==> config.mk <==
export PLATFORM = sky130hd
export DESIGN_NAME = aes_inv_sbox_seq_flat
export DESIGN_NICKNAME = d
export VERILOG_FILES = /design/src/rtl/aes_inv_sbox_seq_pkg.sv /design/src/rtl/aes_inv_sbox_seq_if.sv /design/src/rtl/aes_inv_sbox_seq_gf256_mul.sv /design/src/rtl/aes_inv_sbox_seq.sv /design/src/flat_wrapper.sv
export SDC_FILE = /design/constraint.sdc
export NUM_CORES = 1
export LEC_CHECK = 0
export ABC_AREA = 1
export CAP_MARGIN = 20
export CORE_MARGIN = 2
export CORE_UTILIZATION = 56
export CTS_CLUSTER_DIAMETER = 200
export CTS_CLUSTER_SIZE = 30
export DETAILED_ROUTE_END_ITERATION = 6
export MAX_ROUTING_LAYER = met4
export PLACE_DENSITY = 0.81
export SLEW_MARGIN = 20
export SYNTH_ARGS = -nofsm -noshare
export SYNTH_HDL_FRONTEND = slang
export SYNTH_SLANG_ARGS = --single-unit
export TNS_END_PERCENT = 10
==> constraint.sdc <==
create_clock -name clk -period 2.7 [get_ports clk]
set_clock_uncertainty 0.1 [all_clocks]
set_input_delay 0.405 -clock clk [delete_from_list [all_inputs] [get_ports clk]]
set_output_delay 0.405 -clock clk [all_outputs]
set_load 0.05 [all_outputs]
==> src/rtl/aes_inv_sbox_seq_pkg.sv <==
// Shared constants, state encoding and the inverse affine transform for the
// sequential AES inverse S-box.
package aes_inv_pkg;

    localparam logic [7:0]  GF_RED       = 8'h1B;
    localparam logic [7:0]  INV_AFFINE_C = 8'h05;
    localparam int unsigned EXP_STEPS    = 7;

    typedef enum logic [1:0] {
        IDLE,
        EXP,
        DONE
    } state_e;

    function automatic logic [7:0] inv_affine(input logic [7:0] y);
        return {y[6:0], y[7]} ^ {y[4:0], y[7:5]} ^ {y[1:0], y[7:2]} ^ INV_AFFINE_C;
    endfunction

endpackage

==> src/rtl/aes_inv_sbox_seq_if.sv <==
// Request/result bus shared with the forward S-box so one control MUX can
// drive either block.
interface aes_inv_sbox_seq_if;

    logic [7:0] value_in;
    logic       start;
    logic [7:0] value_out;
    logic       busy;
    logic       done;

    modport master (
        output value_in,
        output start,
        input  value_out,
        input  busy,
        input  done
    );

    modport slave (
        input  value_in,
        input  start,
        output value_out,
        output busy,
        output done
    );

endinterface

==> src/rtl/aes_inv_sbox_seq_gf256_mul.sv <==
// Combinational GF(2^8) multiplier, reduction polynomial x^8+x^4+x^3+x+1.
module gf256_mul
    import aes_inv_pkg::*;
(
    input  logic [7:0] a,
    input  logic [7:0] b,
    output logic [7:0] p
);

    logic [7:0] partial;
    logic [7:0] shifted;

    // Shift-and-add: shifted holds a·x^i, reduced on every step.
    always_comb begin
        partial = '0;
        shifted = a;
        for (int unsigned i = 0; i < 8; i++) begin
            if (b[i]) begin
                partial = partial ^ shifted;
            end
            shifted = {shifted[6:0], 1'b0} ^ (shifted[7] ? GF_RED : 8'h00);
        end
    end

    assign p = partial;

endmodule

==> src/rtl/aes_inv_sbox_seq.sv <==
// Sequential AES inverse S-box: inverse affine, then inversion as a^254 by
// square-and-multiply over EXP_STEPS cycles.
module aes_inv_sbox_seq
    import aes_inv_pkg::*;
#(
    parameter bit DONE_PULSE = 1'b1
) (
    input  logic              clk,
    input  logic              rst,
    aes_inv_sbox_seq_if.slave bus
);

    state_e     state_q, state_d;
    logic [7:0] acc_q, acc_d;
    logic [7:0] sq_q, sq_d;
    logic [2:0] cnt_q, cnt_d;
    logic [7:0] value_out_q, value_out_d;
    logic       busy_q, busy_d;
    logic       done_q, done_d;

    logic [7:0] affine_a;
    logic [7:0] sq_op;
    logic [7:0] mul_acc_p;
    logic [7:0] mul_sq_p;

    assign affine_a = inv_affine(bus.value_in);
    // The squarer doubles as the a·a seed multiplier while idle.
    assign sq_op    = (state_q == IDLE) ? affine_a : sq_q;

    gf256_mul u_mul_acc (
        .a (acc_q),
        .b (sq_q),
        .p (mul_acc_p)
    );

    gf256_mul u_mul_sq (
        .a (sq_op),
        .b (sq_op),
        .p (mul_sq_p)
    );

    always_comb begin
        state_d     = state_q;
        acc_d       = acc_q;
        sq_d        = sq_q;
        cnt_d       = cnt_q;
        value_out_d = value_out_q;
        busy_d      = busy_q;
        done_d      = done_q;
        unique case (state_q)
            IDLE: begin
                if (DONE_PULSE) begin
                    done_d = 1'b0;
                end
                if (bus.start) begin
                    sq_d    = mul_sq_p;
                    acc_d   = 8'h01;
                    cnt_d   = '0;
                    busy_d  = 1'b1;
                    done_d  = 1'b0;
                    state_d = EXP;
                end
            end
            EXP: begin
                acc_d = mul_acc_p;
                sq_d  = mul_sq_p;
                cnt_d = cnt_q + 3'd1;
                if (cnt_q == 3'(EXP_STEPS - 1)) begin
                    state_d = DONE;
                end
            end
            DONE: begin
                value_out_d = acc_q;
                done_d      = 1'b1;
                busy_d      = 1'b0;
                state_d     = IDLE;
            end
            default: begin
                state_d = IDLE;
            end
        endcase
    end

    always_ff @(posedge clk or negedge rst) begin
        if (!rst) begin
            state_q     <= IDLE;
            acc_q       <= '0;
            sq_q        <= '0;
            cnt_q       <= '0;
            value_out_q <= '0;
            busy_q      <= 1'b0;
            done_q      <= 1'b0;
        end else begin
            state_q     <= state_d;
            acc_q       <= acc_d;
            sq_q        <= sq_d;
            cnt_q       <= cnt_d;
            value_out_q <= value_out_d;
            busy_q      <= busy_d;
            done_q      <= done_d;
        end
    end

    assign bus.value_out = value_out_q;
    assign bus.busy      = busy_q;
    assign bus.done      = done_q;

endmodule

==> src/flat_wrapper.sv <==
// flat-port wrapper written by rule: the top's interface ports become plain ports
module aes_inv_sbox_seq_flat import aes_inv_pkg::*;
#(
    parameter bit DONE_PULSE = 1'b1
)
  (clk, rst, bus_value_in, bus_start, bus_value_out, bus_busy, bus_done);
  aes_inv_sbox_seq_if bus_i ();
  input  logic clk;
  input  logic rst;
  input wire logic [$bits(bus_i.value_in)-1:0] bus_value_in;
  input wire logic [$bits(bus_i.start)-1:0] bus_start;
  output wire logic [$bits(bus_i.value_out)-1:0] bus_value_out;
  output wire logic [$bits(bus_i.busy)-1:0] bus_busy;
  output wire logic [$bits(bus_i.done)-1:0] bus_done;
  assign bus_i.value_in = bus_value_in;
  assign bus_i.start = bus_start;
  assign bus_value_out = bus_i.value_out;
  assign bus_busy = bus_i.busy;
  assign bus_done = bus_i.done;
  aes_inv_sbox_seq #(.DONE_PULSE(DONE_PULSE)) u_core (.clk(clk), .rst(rst), .bus(bus_i));
endmodule
==> results of run 1 <==
[through the flow]
| step | setup WS [ps] | hold slack [ps] | utilization |
|---|---|---|---|
| finish | -166 | 382 | 0.783 |
| global route | -272 | 406 | 0.783 |
| CTS | 29.1 | 387 | 0.724 |
| detailed placement | -477 | 368 | 0.695 |
| global placement | -357 | 355 | 0.695 |
| floorplan | 135 | 9.41 | - |
[Yosys cell counts, drive strengths merged]
| cell | n | area share |
|---|---|---|
| a21boi | 1 | 0.0050 |
| a21oi | 9 | 0.012 |
| a32oi | 1 | 0.0023 |
| buf | 6 | 0.014 |
| clkbuf | 5 | 0.0053 |
| clkinv | 1 | 0.0010 |
| dfrtp | 31 | 0.21 |
| ha | 3 | 0.010 |
| inv | 53 | 0.053 |
| nand2 | 243 | 0.26 |
| nand3 | 47 | 0.071 |
| nand4 | 1 | 0.0017 |
| nor2 | 43 | 0.046 |
| nor3 | 2 | 0.0027 |
| o21a | 1 | 0.0020 |
| o21ai | 35 | 0.055 |
| o22ai | 6 | 0.010 |
| o31ai | 1 | 0.0020 |
| or2 | 5 | 0.0083 |
| xnor2 | 37 | 0.086 |
| xor2 | 59 | 0.14 |
[layer usage]
| layer | global-route usage | part of all wire | vias to the layer above |
|---|---|---|---|
| li1 | - | - | 2030 |
| met1 | 0.381 | 0.37 | 2044 |
| met2 | 0.559 | 0.50 | 279 |
| met3 | 0.0500 | 0.082 | 63 |
| met4 | 0.152 | 0.048 | 0 |
| met5 | - | 0 | - |
[final cells by class]
type / instances / area (um^2)
clock inverter: 1 / 7.51
timing repair buffer: 100 / 851
multi-input combinational: 494 / 2990
clock buffer: 7 / 96.3
tap: 77 / 96.3
fill: 447 / 1400
inverter: 54 / 210
sequential: 31 / 776
[state kept, by name, summed over array words and instances (netlist names)]
name and count:
u_core.bus.done 1, u_core.bus.value_out 8, u_core.cnt_q 3, u_core.sq_q 8, u_core.acc_q 8, u_core.bus.busy 1, u_core.state_q 2
[logic make-up (layout without fill, tap and decap cells)]
group | after synthesis | count (layout)
DFF | 31 | 31
and+or+nand+nor | 341 | 341
adders and majority gates | 3 | 3
buffers and inverters | 65 | 162
AOI/OAI and AO/OA | 54 | 54
xor gates and xnor gates | 96 | 96
[worst reg2reg max path: cells and delay by family (launching register included)]
kind / cells / cell delay (ps)
adders and majority gates: 1 / 260
and+or+nand+nor: 8 / 1000
buffers and inverters: 2 / 270
xor gates and xnor gates: 3 / 600
DFF: 1 / 430
AOI/OAI and AO/OA: 1 / 110
[worst max path at each step]
stage / start / end / slack, ps / cells after the start
floorplan: u_core.state_q[0] / u_core.sq_q[4] / 140 / 23
global placement: bus_value_in[2] / u_core.sq_q[2] / -360 / 16
detailed placement: bus_value_in[2] / u_core.sq_q[2] / -480 / 16
CTS: bus_value_in[3] / u_core.sq_q[4] / 30 / 25
global route: u_core.state_q[1] / u_core.sq_q[3] / -270 / 15
finish: u_core.state_q[1] / u_core.sq_q[3] / -170 / 15
[what timing repair did]
item / in CTS / in global routing
pin swaps: 12 / 30
setup buffers: 3 / 13
endpoints found under the setup margin: 6 / 10
resized for setup: 21 / 74
hold buffers: 0 / 0
cloned: 0 / 0
==> metrics, run 1 <==
most frequent cells in the layout 187 x nand2_1, 72 x buf_4, 53 x xor2_1; worst path arrival time roughly 3000 ps; post-synthesis compound-gate area fraction 0.0881; Worst Setup End Kind flip-flop; Post-Synth Simple-Gate Area 0.393; Inserted Clock Buffers 5; synthesized area 0.00375 mm^2; CTS tree built; initial antenna violation count 0; vias in the first global route 4114; # diodes 0; # IOs 21; Reg2Reg Launch Point u_core.state_q[1]; Post-Place Cell Area about 0.0045 mm^2; sequential area share after synthesis 0.207; Nets 700; CP Class reg -> reg; worst path cell trace nor2_4 > clkinv_4 > nand2_4 > nand2_4 > ha_4 > inv_1 > nand2_2 > nand2_1 > nand2_1 > xnor2_1 > xnor2_1 > xor2_1 > or2_1 > nand3_1 > o21ai_1; Die Y-Extent approximately 86 um; Synth Warn # 0; Buffers & Inverters on Critical Path 2; Max Slew Vio Count 0; placed cell count between 700 and 800; status finished with violations; Synth cell types 37; CP delay by family, top simple AND/OR/NAND/NOR gates; Total Neg Setup Slack -502 ps; Max Freq 349 MHz; largest net degree at the start of global routing 32; Slowest-stage cell, CP dfrtp_1; most common cell after layout, fill and taps aside nand2_1; multiplexer share of the synthesized area 0; DIE AREA 0.00736 mm^2; Root Buffer clkbuf_8; WL/cell 16.5 um; Yosys reg bits 31; setup slack, reg-to-reg -170 ps; Total GRT Usage 0.328; post-route cell area a little over 0.005 mm^2; Critical Path RT 2790 ps; total grt overflow 0; Final GP Congestion 1.01; # rows 29; relative slew slack 0.606; Hold Crit Class reg -> reg; clock buffer depth 2; Reg2Reg Depth 15; RSZ-0062 raised after global routing yes; first-pass GRT wire length between 15 and 20 mm; antenna-violating nets left 0; H-tree levels 2; Die X between 80 and 90 um; 1st-iter DRT viols 422; Synth Area in Adders 0.0100; hold path startpoint u_core.bus.done; clock transition at the registers of the reported paths about 70 ps; drt via density between 5 and 6; clk_lat worst skew approximately 290 ps; setup ws final -166 ps; Mapped Cells 590; Final Setup Violations 5; Area Overhead vs Synth 34.2%; DRC viols 2; Period Utilization, post-route 1.06; hpwl dp about 8.6 mm; Avg Cell Area, Syn between 6 and 7 um^2; core area about 0.0064 mm^2; port bufs 20; layout cells sized above 1 0.274; Startpoint Class flip-flop; Hold Violations, Final 0; syn_nets roughly 600; Worst path max stage delay between 400 and 500 ps; Worst R2R End u_core.sq_q[3]; Final min period ~2900 ps; largest family of logic cells by synthesized area simple AND/OR/NAND/NOR gates; Max-cap violations 0; hold path depth 2; Max FO, Critical Path 7; Initial Util 0.583; actual slew at the worst max-slew pin around 600 ps; via count approximately 4400; Num Clock Sinks 31; failing checks DRC, setup timing; WHS Endpoint u_core.bus.done; final WL ~13 mm; Post-Synth XOR/XNOR Area 0.228; post-route insts no fill approximately 760; TritonRoute pass-1 iters 7
Power of run 1 is left out: the tool's default activity adds up to more than one toggle a clock period on the data nets, which glitch-free logic cannot reach.
==> run 2: changes to the inputs <==
--- a/config.mk
+++ b/config.mk
@@ -6,7 +6,7 @@
 export NUM_CORES = 1
 export LEC_CHECK = 0
 export ABC_AREA = 1
-export CAP_MARGIN = 20
+export CAP_MARGIN = 10
 export CORE_MARGIN = 2
 export CORE_UTILIZATION = 56
 export CTS_CLUSTER_DIAMETER = 200
==> results of run 2 <==
Same layout as run 1: the final DEF is identical, and so are final timing and power.
Power of run 2 is left out for the same reason.
